$ cat config.mk
export PLATFORM = sky130hd
export DESIGN_NAME = fp_add_arbiter_flat
export DESIGN_NICKNAME = d
export VERILOG_FILES = /design/src/rtl/fp_add_arbiter_if.sv /design/src/rtl/fp_add_arbiter.sv /design/src/flat_wrapper.sv
export SDC_FILE = /design/constraint.sdc
export NUM_CORES = 1
export LEC_CHECK = 0
export CORE_AREA = 8 8 133 135
export DETAILED_ROUTE_END_ITERATION = 6
export DIE_AREA = 0 0 141 143
export DONT_BUFFER_PORTS = 1
export MAX_ROUTING_LAYER = met4
export SYNTH_ARGS = -nofsm -noshare
export SYNTH_HDL_FRONTEND = slang
export SYNTH_SLANG_ARGS = --single-unit
$ cat constraint.sdc
create_clock -name clk -period 5.4 [get_ports clk]
set_input_delay 0.54 -clock clk [delete_from_list [all_inputs] [get_ports clk]]
set_output_delay 0.54 -clock clk [all_outputs]
set_load 0.01 [all_outputs]
$ cat src/rtl/fp_add_arbiter_if.sv
// rtl/fp_add_arbiter_if.sv - requester, adder and response signals of the shared FP adder arbiter
interface fp_add_arbiter_if #(
    parameter int DATA_WIDTH = 32
);
    logic                  req0_valid;
    logic                  req1_valid;
    logic [DATA_WIDTH-1:0] req0_a;
    logic [DATA_WIDTH-1:0] req0_b;
    logic [DATA_WIDTH-1:0] req1_a;
    logic [DATA_WIDTH-1:0] req1_b;
    logic                  req0_ready;
    logic                  req1_ready;
    logic                  add_valid_in;
    logic [DATA_WIDTH-1:0] add_in1;
    logic [DATA_WIDTH-1:0] add_in2;
    logic                  add_valid_out;
    logic [DATA_WIDTH-1:0] add_result;
    logic                  rsp0_valid;
    logic                  rsp1_valid;
    logic [DATA_WIDTH-1:0] rsp0_data;
    logic [DATA_WIDTH-1:0] rsp1_data;
    logic                  busy;
    logic                  err;

    modport slave (
        input  req0_valid, req1_valid, req0_a, req0_b, req1_a, req1_b,
        input  add_valid_out, add_result,
        output req0_ready, req1_ready, add_valid_in, add_in1, add_in2,
        output rsp0_valid, rsp1_valid, rsp0_data, rsp1_data, busy, err
    );

    modport master (
        output req0_valid, req1_valid, req0_a, req0_b, req1_a, req1_b,
        output add_valid_out, add_result,
        input  req0_ready, req1_ready, add_valid_in, add_in1, add_in2,
        input  rsp0_valid, rsp1_valid, rsp0_data, rsp1_data, busy, err
    );
endinterface

$ cat src/rtl/fp_add_arbiter.sv
// rtl/fp_add_arbiter.sv - two-requester round-robin front end for a fixed-latency shared FP adder
module fp_add_arbiter #(
    parameter int DATA_WIDTH  = 32,
    parameter int ADD_LATENCY = 7
) (
    input  logic             clk,
    input  logic             reset,
    fp_add_arbiter_if.slave  bus
);
    logic                   ptr;
    logic                   grant0;
    logic                   grant1;
    logic                   issue_valid;
    logic                   issue_id;
    logic [DATA_WIDTH-1:0]  issue_a;
    logic [DATA_WIDTH-1:0]  issue_b;
    logic [ADD_LATENCY-1:0] tag_valid;
    logic [ADD_LATENCY-1:0] tag_id;
    logic                   rsp0_valid_q;
    logic                   rsp1_valid_q;
    logic [DATA_WIDTH-1:0]  rsp0_data_q;
    logic [DATA_WIDTH-1:0]  rsp1_data_q;
    logic                   err_q;

    // A lone requester wins regardless of the pointer; the pointer only breaks ties.
    always_comb begin
        grant0 = 1'b0;
        grant1 = 1'b0;
        if (!reset) begin
            grant0 = bus.req0_valid && (!bus.req1_valid || !ptr);
            grant1 = bus.req1_valid && (!bus.req0_valid ||  ptr);
        end
    end

    always_ff @(posedge clk or posedge reset) begin
        if (reset) begin
            ptr          <= 1'b0;
            issue_valid  <= 1'b0;
            issue_id     <= 1'b0;
            issue_a      <= '0;
            issue_b      <= '0;
            tag_valid    <= '0;
            tag_id       <= '0;
            rsp0_valid_q <= 1'b0;
            rsp1_valid_q <= 1'b0;
            rsp0_data_q  <= '0;
            rsp1_data_q  <= '0;
            err_q        <= 1'b0;
        end else begin
            issue_valid <= grant0 || grant1;
            if (grant0 || grant1) begin
                issue_a  <= grant1 ? bus.req1_a : bus.req0_a;
                issue_b  <= grant1 ? bus.req1_b : bus.req0_b;
                issue_id <= grant1;
                ptr      <= grant0;
            end

            // Tag stage 0 follows the issue register so the last stage lines up with add_valid_out.
            tag_valid[0] <= issue_valid;
            tag_id[0]    <= issue_id;
            for (int i = 1; i < ADD_LATENCY; i++) begin
                tag_valid[i] <= tag_valid[i-1];
                tag_id[i]    <= tag_id[i-1];
            end

            rsp0_valid_q <= 1'b0;
            rsp1_valid_q <= 1'b0;
            if (tag_valid[ADD_LATENCY-1] && bus.add_valid_out) begin
                if (tag_id[ADD_LATENCY-1]) begin
                    rsp1_valid_q <= 1'b1;
                    rsp1_data_q  <= bus.add_result;
                end else begin
                    rsp0_valid_q <= 1'b1;
                    rsp0_data_q  <= bus.add_result;
                end
            end
            if (tag_valid[ADD_LATENCY-1] != bus.add_valid_out) begin
                err_q <= 1'b1;
            end
        end
    end

    assign bus.req0_ready   = grant0;
    assign bus.req1_ready   = grant1;
    assign bus.add_valid_in = issue_valid;
    assign bus.add_in1      = issue_a;
    assign bus.add_in2      = issue_b;
    assign bus.rsp0_valid   = rsp0_valid_q;
    assign bus.rsp1_valid   = rsp1_valid_q;
    assign bus.rsp0_data    = rsp0_data_q;
    assign bus.rsp1_data    = rsp1_data_q;
    assign bus.err          = err_q;
    assign bus.busy         = issue_valid || (|tag_valid) || rsp0_valid_q || rsp1_valid_q;
endmodule

$ cat src/flat_wrapper.sv
// flat-port wrapper written by rule: the top's interface ports become plain ports
module fp_add_arbiter_flat 
#(
    parameter int DATA_WIDTH  = 32,
    parameter int ADD_LATENCY = 7
)
  (clk, reset, bus_req0_valid, bus_req1_valid, bus_req0_a, bus_req0_b, bus_req1_a, bus_req1_b, bus_add_valid_out, bus_add_result, bus_req0_ready, bus_req1_ready, bus_add_valid_in, bus_add_in1, bus_add_in2, bus_rsp0_valid, bus_rsp1_valid, bus_rsp0_data, bus_rsp1_data, bus_busy, bus_err);
  fp_add_arbiter_if #(.DATA_WIDTH(DATA_WIDTH)) bus_i ();
  input  logic clk;
  input  logic reset;
  input wire logic [$bits(bus_i.req0_valid)-1:0] bus_req0_valid;
  input wire logic [$bits(bus_i.req1_valid)-1:0] bus_req1_valid;
  input wire logic [$bits(bus_i.req0_a)-1:0] bus_req0_a;
  input wire logic [$bits(bus_i.req0_b)-1:0] bus_req0_b;
  input wire logic [$bits(bus_i.req1_a)-1:0] bus_req1_a;
  input wire logic [$bits(bus_i.req1_b)-1:0] bus_req1_b;
  input wire logic [$bits(bus_i.add_valid_out)-1:0] bus_add_valid_out;
  input wire logic [$bits(bus_i.add_result)-1:0] bus_add_result;
  output wire logic [$bits(bus_i.req0_ready)-1:0] bus_req0_ready;
  output wire logic [$bits(bus_i.req1_ready)-1:0] bus_req1_ready;
  output wire logic [$bits(bus_i.add_valid_in)-1:0] bus_add_valid_in;
  output wire logic [$bits(bus_i.add_in1)-1:0] bus_add_in1;
  output wire logic [$bits(bus_i.add_in2)-1:0] bus_add_in2;
  output wire logic [$bits(bus_i.rsp0_valid)-1:0] bus_rsp0_valid;
  output wire logic [$bits(bus_i.rsp1_valid)-1:0] bus_rsp1_valid;
  output wire logic [$bits(bus_i.rsp0_data)-1:0] bus_rsp0_data;
  output wire logic [$bits(bus_i.rsp1_data)-1:0] bus_rsp1_data;
  output wire logic [$bits(bus_i.busy)-1:0] bus_busy;
  output wire logic [$bits(bus_i.err)-1:0] bus_err;
  assign bus_i.req0_valid = bus_req0_valid;
  assign bus_i.req1_valid = bus_req1_valid;
  assign bus_i.req0_a = bus_req0_a;
  assign bus_i.req0_b = bus_req0_b;
  assign bus_i.req1_a = bus_req1_a;
  assign bus_i.req1_b = bus_req1_b;
  assign bus_i.add_valid_out = bus_add_valid_out;
  assign bus_i.add_result = bus_add_result;
  assign bus_req0_ready = bus_i.req0_ready;
  assign bus_req1_ready = bus_i.req1_ready;
  assign bus_add_valid_in = bus_i.add_valid_in;
  assign bus_add_in1 = bus_i.add_in1;
  assign bus_add_in2 = bus_i.add_in2;
  assign bus_rsp0_valid = bus_i.rsp0_valid;
  assign bus_rsp1_valid = bus_i.rsp1_valid;
  assign bus_rsp0_data = bus_i.rsp0_data;
  assign bus_rsp1_data = bus_i.rsp1_data;
  assign bus_busy = bus_i.busy;
  assign bus_err = bus_i.err;
  fp_add_arbiter #(.DATA_WIDTH(DATA_WIDTH), .ADD_LATENCY(ADD_LATENCY)) u_core (.clk(clk), .reset(reset), .bus(bus_i));
endmodule
Yosys cells after proc, flatten, opt, wreduce, memory -nomap -nowiden
Index checks and enable logic that the tools add are counted.
- bits in registers: 148
- equality and inequality tests: 1
- muxes and demuxes: 8
- bitwise gates (word level): 1
- reduce and logical (&&, ||, !) cells: 15
- operator list (kind ; number):
    $mux 32 ; 2
    $reduce_or 7->1 ; 1
    $logic_or 1x1->1 ; 6
    $mux 1 ; 6
    $reduce_and 2->1 ; 2
    $logic_and 1x1->1 ; 3
    $logic_not 1->1 ; 3
    $ne 1x1->1 ; 1
    $not 1->1 ; 1

Depth between registers and ports, before layout
Gate-level depths: netlist (run 1).
- word-level depth: 5
- depth in mapped cells: 5

Least setup slack after synthesis (run 1)
OpenSTA, ideal clock, no wires.
- path type: input-to-output
- from: input port reset
- to: output port bus_req1_ready
- data arrival time: 1.206 ns
- data required time: 4.860 ns
- setup slack: 3.654 ns
- stages: 4
- path buffers: 2
- cells stage by stage: nand2b_2 > buf_4 > buf_2 > nor2_1
- cells in the longest elaborated chain, start to end: 1
- RTL lines (element ; line ; source):
    from (decl) ; flat_wrapper.sv:10 ; input logic reset;
    $mux 1 ; fp_add_arbiter.sv:29 ; if (!reset) begin
    to (decl) ; flat_wrapper.sv:20 ; output wire logic [$bits(bus_i.req1_ready)-1:0] bus_req1_ready;
No other way between the ends.

Final worst setup path (run 1)
- from: register u_core.ptr
- to: output port bus_req1_ready
- cells in the longest elaborated chain, start to end: 3
- RTL lines (element ; line ; source):
    from (decl) ; fp_add_arbiter.sv:10 ; logic ptr;
    from (signal assigned) ; fp_add_arbiter.sv:55 ; ptr <= grant0;
    $logic_or 1x1->1 ; fp_add_arbiter.sv:31 ; grant1 = bus.req1_valid && (!bus.req0_valid || ptr);
    $logic_and 1x1->1 ; fp_add_arbiter.sv:31 ;
    $mux 1 ; fp_add_arbiter.sv:29 ;
No other way between the ends.

==> results of run 1 <==
==> logic make-up (layout without fill, tap and decap cells) <==
logic type / count (synthesis) / after routing / synth area share (%)
buffers and inverters: 52 / 39 / 4.295
flip-flops: 148 / 148 / 60.83
adder cells (fa/ha/maj): 1 / 1 / 0.2055
multiplexers: 64 / 64 / 11.84
AO/OA/AOI/OAI: 132 / 132 / 12.27
AND/OR/NAND/NOR: 142 / 142 / 10.56
==> sequential cells by signal, summed over array words and instances, names as in the netlist, 7 cells and up <==
name                  count
u_core.bus.rsp1_data     32
u_core.bus.add_in1       32
u_core.tag_valid          7
u_core.bus.add_in2       32
u_core.tag_id             7
u_core.bus.rsp0_data     32
==> worst register-to-register path, delay by kind of cell (launching register included) <==
family / cells / cell delay [ns]
DFF: 1 / 0.44
AOI/OAI and AO/OA: 1 / 0.27
and+or+nand+nor: 2 / 1.38
==> path summary, 6_finish.rpt <==
kind | slack, ns | cells past startpoint | endpoint
worst max-delay path | 2.80 | 2 | bus_req1_ready
worst min register to register | 0.34 | 0 | u_core.tag_id[4]
min in group clk | 0.27 | 1 | u_core.bus.rsp1_data[16]
worst max register to register | 3.24 | 3 | u_core.bus.add_in2[4]
worst min-delay path | 0.13 | 1 | u_core.ptr
max in group asynchronous | 4.07 | 2 | u_core.bus.add_in2[3]
==> synth_stat cells, drive strengths merged <==
library cell  instances  share of area (%)
nand2                 2               0.12
o21ba                 1               0.16
nand2b                3               0.35
a31oi                64                6.6
inv                   3               0.18
o21ai                65                5.3
nor2                 66                4.1
ha                    1               0.21
clkbuf                8               0.53
and2b                 1               0.12
or2                   1               0.10
dfrtp               148                 61
nand3                65                5.3
o22ai                 1               0.10
buf                  41                3.6
nor2b                 2               0.25
mux2                 64                 12
nor4                  2               0.21
a21oi                 1              0.082
==> stage by stage <==
step	area, µm²	total power (µW)
6_report	6749	3199
5_1_grt	6749	3369
4_1_cts	6749	3257
3_5_place_dp	6161	2081
3_3_place_gp	6161	2050
2_1_floorplan	6088	1942
==> cell type report <==
| cell class | count | share of cell area [%] |
|---|---|---|
| multi-input cells | 339 | 31.72 |
| clock buffers | 17 | 6.303 |
| clock inverters | 15 | 2.410 |
| flip-flops and latches | 148 | 54.88 |
| inverters | 3 | 0.2410 |
| repair buffers | 4 | 0.4449 |
| well taps | 216 | 4.004 |
==> power breakdown <==
group	total [µW]	switching, µW	internal, µW
combinational	370	184	186
sequential	1670	312	1360
clock	1160	501	655
total	3200	997	2200
==> metal layers <==
layer,track usage (%),vias to the layer above,part of all wire (%)
li1,-,1878,-
met1,18.08,2005,37
met2,27.33,230,49
met3,7.546,20,12
met4,6.165,0,1.4
met5,-,-,0
==> impl_metrics.ini, run 1 <==
[run_status]
outcome = finished, final reports clean

[yosys]
synth_cell_types = 24
yosys_warnings = 0
ys_ff_latch = 148
synth_area_per_cell_um2 = 11.30
seq_area_frac_synth_pct = 60.83
synth_cells = 539
synth_area_mm2 = 0.006088
synth_nets = 705

[clocking]
cts_root_buf = clkbuf_16
ctsHtreeMaxLevel = 4
path_clk_slew_ns = 0.07
clkLatencyLatePin_ns = 0.41
cts_buffers = 17
holdBufCountCts = 0
post_cts_resized = 0
cts.path.max_buffers = 2
cts_tree = yes
cts.sinks = 148
cts_setup_buffers = 0

[placement]
portBuffers = 0
dpl_worst_slack_ns = 3.106
routabilityCongestion = 0.8131
dp.cells = 710
dp_hpwl_um = 12330

[global_route]
grt_pass1_vias = 4308
grt_usage_pct = 16.87
overflow = 0
antenna_found_initial = 0
grt_start_max_net_pins = 98
grt_pass1_wl_um = 25270

[pwr]
power_density_mw_per_mm2 = 473.9
ir_worst_vdd_v = 0.0002074
p_leak_uw = 0.002668

[final_layout]
antenna_cells = 0
finalNonFillerCells = 742
num-nets-final = 679
syn_to_final_growth_pct = 10.85
multi_input_area_mm2 = 0.002141
final_cell_mix = dfrtp_1, nor2_1, nand3_1, a31oi_1, mux2_2
drive_gt1_share_pct = 20.53
regArea_mm2 = 0.003704
final_core_util_pct = 43.27
layout_commonest_cell = dfrtp_1
num-fill-cells = 1477

[setup_path]
r2r_start = u_core.ptr
critPathMaxStageDelay_ns = 0.99
worstPathCellList = nor2b_4 > nor2_1
start_kind = flop
crit_arrival_ns = 2.06
cp-end-kind = output pin
worstPathMaxFanout = 66
crit_family = simple AND/OR/NAND/NOR gates
path_class = reg -> out
critPathLaunch = u_core.ptr
path_buf_inv = 0
critPathRequiredTime_ns = 4.86
cpMaxStageDelayCell = nor2b_4

[timing]
setup_tns_ns = 0
finalSetupViolations = 0
maxSlewViolCount = 0
rsz0062_at_grt = false
whs_ns = 0.1350
fmax_mhz = 384.9
fin_crit_sh_pct = 48.11
finClkSkew_ns = 0.006611
period_minus_slack_ns = 2.598
worst_pin_slew_ns = 1.273
setup_ws_ns = 2.802
finalHoldViolCount = 0
maxSlewHeadroom_pct = 15.11

[detailed_routing]
antenna_left = 0
drt_iter0_drc = 150
drcViolationCount = 0
routed_wirelength_um = 16800
vias_per_cell = 5.570
first_pass_iters = 4
num_vias = 4133
wire_per_inst_um = 22.64

[floorplanning]
die_area_mm2 = 0.02016
dieWidth_um = 141
die_h_um = 143
io_pins = 300
rows = 46
core-area_mm2 = 0.01560
initial_core_util_pct = 39.03

[run]
maxCapViolations = 0

[worst_hold_path]
hold_class = in -> async
Power figures use the tool's default switching activity.
==> run 2: changes to the inputs <==
- clock period: 5.4 -> 2.2 ns (I/O delays scaled with it)
==> run 2 against run 1 <==
The run now fails in clock tree synthesis (4_1_cts). Synthesized area stayed put. Synthesized cell count stayed put.
==> impl_metrics.ini, run 2 <==
[run_status]
outcome = did not finish
haltStage = clock tree synthesis (4_1_cts)
error = [ERROR RSZ-0060] Max buffer count reached.

[yosys]
netlist.area_leader.share_pct = 60.83
async_flop_share_pct = 100.0
ys_ff_latch = 148
synth_cell_types = 24
synth_cells = 539
yosys_warnings = 0
synth_top_cell_by_area = dfrtp_1
synthSimpleGateAreaFrac_pct = 10.56
synth_area_mm2 = 0.006088
synth_nets = 705
seq_area_frac_synth_pct = 60.83
synth-edff-count = 0
synth_area_per_cell_um2 = 11.30
ys.flop_type = dfrtp_1
synth-xor-area-share_pct = 0
ys_top_cells_by_count = dfrtp_1, nor2_1, nand3_1
synthTopCellsByArea = dfrtp_1, mux2_2, a31oi_1
yosysMostFrequentCell = dfrtp_1
synth_fa_ha_area_share_pct = 0.2055
synth_top_family_by_area = compound AO/OA/AOI/OAI gates
synth_compound_area_share_pct = 12.27
synthMuxAreaShare_pct = 11.84

[clocking]
cts_buffers = 17
cts.path.max_buffers = 2
cts_setup_buffers = 0
ctsHtreeMaxLevel = 4
post_cts_resized = 0
cts.sinks = 148
cts_root_buf = clkbuf_16
holdBufCountCts = 151

[floorplanning]
io_pins = 300
dieWidth_um = 141
initial_core_util_pct = 39.03
rows = 46
die_h_um = 143

[placement]
routabilityCongestion = 0.7673
dp_hpwl_um = 12420
dpl_worst_slack_ns = 0.6352
portBuffers = 0
==> run 2: cell counts after synthesis <==
Identical to the previous run, type by type.
==> run 2: stage by stage <==
step	utilization, %	instance area, µm²	std cells	hold slack, ns
2_1_floorplan	-	6092	539	0.3312
3_3_place_gp	40.21	6272	715	0.1329
3_5_place_dp	40.21	6272	715	0.1410
==> run 2: logic make-up after synthesis <==
| logic type | count (synthesis) |
|---|---|
| AO/OA/AOI/OAI | 132 |
| adder cells (fa/ha/maj) | 1 |
| buffers and inverters | 52 |
| flip-flops | 148 |
| multiplexers | 64 |
| AND/OR/NAND/NOR | 142 |
==> run 3: changes to the inputs <==
- CORE_AREA: 8 8 133 135 -> 8 8 166 168
- DIE_AREA: 0 0 141 143 -> 0 0 174 176
- MAX_ROUTING_LAYER: met4 -> default
- PLACE_DENSITY_LB_ADDON: default -> 0.15
- clock period: 2.2 -> 2.86 ns (I/O delays scaled with it)
==> run 3 against run 2 <==
The run now ends clean.
==> impl_metrics.ini, run 3 (synthesized netlist as in run 1, its figures left out) <==
[placement]
dp_hpwl_um = 14740
routabilityCongestion = 0.7673
portBuffers = 0

[final_layout]
num-fill-cells = 2536
regArea_mm2 = 0.003704
multi_input_area_mm2 = 0.002146
final_cell_mix = dfrtp_1, nor2_1, nand3_1, a31oi_1, mux2_2
layout_commonest_cell = dfrtp_1
num-nets-final = 730
drive_gt1_share_pct = 20.28
syn_to_final_growth_pct = 23.10

[pwr]
internal_power_uw = 4510
p_leak_uw = 0.002936
seq_power_share_pct = 49.4
p_clk_share_pct = 38.3
power_density_mw_per_mm2 = 857.5
p_sw_share_pct = 29.83
netSwitchingPower_uw = 1917
pwr-share-comb_pct = 12.3
ir_worst_vdd_v = 0.0002942
total_power_uw = 6427

[clocking]
holdBufCountCts = 33
cts.path.max_buffers = 2
cts_setup_buffers = 0
ctsHtreeMaxLevel = 4
cts_root_buf = clkbuf_16
post_cts_resized = 0
cts_tree = yes
cts_buffers = 17
path_clk_slew_ns = 0.07
clkLatencyLatePin_ns = 0.42
cts.sinks = 148

[global_route]
antenna_found_initial = 3
busiest_layer = met2
grt_pass1_wl_um = 30730
grt_pass1_vias = 4818
gr-usage-met2_pct = 19.63
overflow = 0
grtUsageMet1_pct = 14.85
grt_usage_pct = 12.91
met3_usage_pct = 8.182
grt_start_max_net_pins = 81

[setup_path]
worstPathMaxFanout = 18
start_kind = flop
crit_arrival_ns = 1.43
r2r_start = u_core.ptr
cp-end-kind = output pin
reg2reg_depth = 4
path_class = reg -> out
critPathRequiredTime_ns = 2.57
critPathLaunch = u_core.ptr

[detailed_routing]
first_pass_iters = 4
drcViolationCount = 0
routed_wirelength_um = 20170
wire_per_inst_um = 22.21
num_vias = 4415
drt_iter0_drc = 270
vias_per_cell = 4.862
antenna_left = 0

[floorplanning]
core-area_mm2 = 0.02482
rows = 58
dieWidth_um = 174
die_area_mm2 = 0.03062
die_h_um = 176
io_pins = 300
initial_core_util_pct = 24.53

[timing]
maxSlewHeadroom_pct = 46.54
finalHoldViolCount = 0
setup_tns_ns = 0
rsz0062_at_grt = false
period_minus_slack_ns = 1.716
maxSlewViolCount = 0
fmax_mhz = 582.8
whs_ns = 0.02578
finalSetupViolations = 0
worst_pin_slew_ns = 0.8002
fin_crit_sh_pct = 60.00
finClkSkew_ns = 0.01458

[run]
maxCapViolations = 0

[worst_hold_path]
min-delay-start = bus_req1_a[11]
min_path_cells = 2
hold_class = in -> reg

[run_status]
outcome = finished, final reports clean
run 3: layout make-up:
type	instances	share of cell area (%)
clock buffers	20	6.093
well taps	330	5.509
multi-input cells	339	28.63
diodes	1	0.03339
flip-flops and latches	148	49.42
clock inverters	12	2.571
inverters	3	0.2003
repair buffers	55	7.546
run 3: critical path, cell delays in order, from the launching register on:
cell,delay [ns]
dfrtp_1,0.44
nor2b_4,0.42
nor2_1,0.15
run 3: layer usage:
metal | share of wire, % | up-vias | wire length [µm]
li1 | - | 1984 | -
met1 | 39 | 2164 | 7926
met2 | 45 | 248 | 9131
met3 | 14 | 17 | 2797
met4 | 1.5 | 2 | 301
met5 | 0.064 | - | 13
run 3: per-stage QoR:
step                utilization [%]  setup WS [ns]  instance area, µm²  instances
floorplan                         -         0.7130                6092        539
global placement              25.92          1.244                6432        834
detailed placement            25.92          1.165                6432        834
CTS                           29.86          1.101                7412        899
global route                  30.20         0.9791                7495        908
finish                        30.20          1.144                7495        908
run 3: final timing paths:
kind / to / slack (ns)
setup / recovery: bus_req1_ready / 1.14
hold / removal: u_core.bus.add_in1[11] / 0.03
setup reg to reg: u_core.bus.add_in1[6] / 1.18
hold reg to reg: u_core.tag_id[2] / 0.35
max in group asynchronous: u_core.bus.rsp0_data[9] / 1.53
min in group asynchronous: u_core.bus.add_in2[2] / 0.52
run 3: power by group through the flow:
stage | Sequential (µW) | Clock, µW | Combinational [µW]
2_1_floorplan | 3040 | 0 | 627
3_3_place_gp | 3240 | 0 | 719
3_5_place_dp | 3230 | 0 | 761
4_1_cts | 3200 | 2540 | 798
5_1_grt | 3250 | 2640 | 892
6_report | 3170 | 2460 | 790
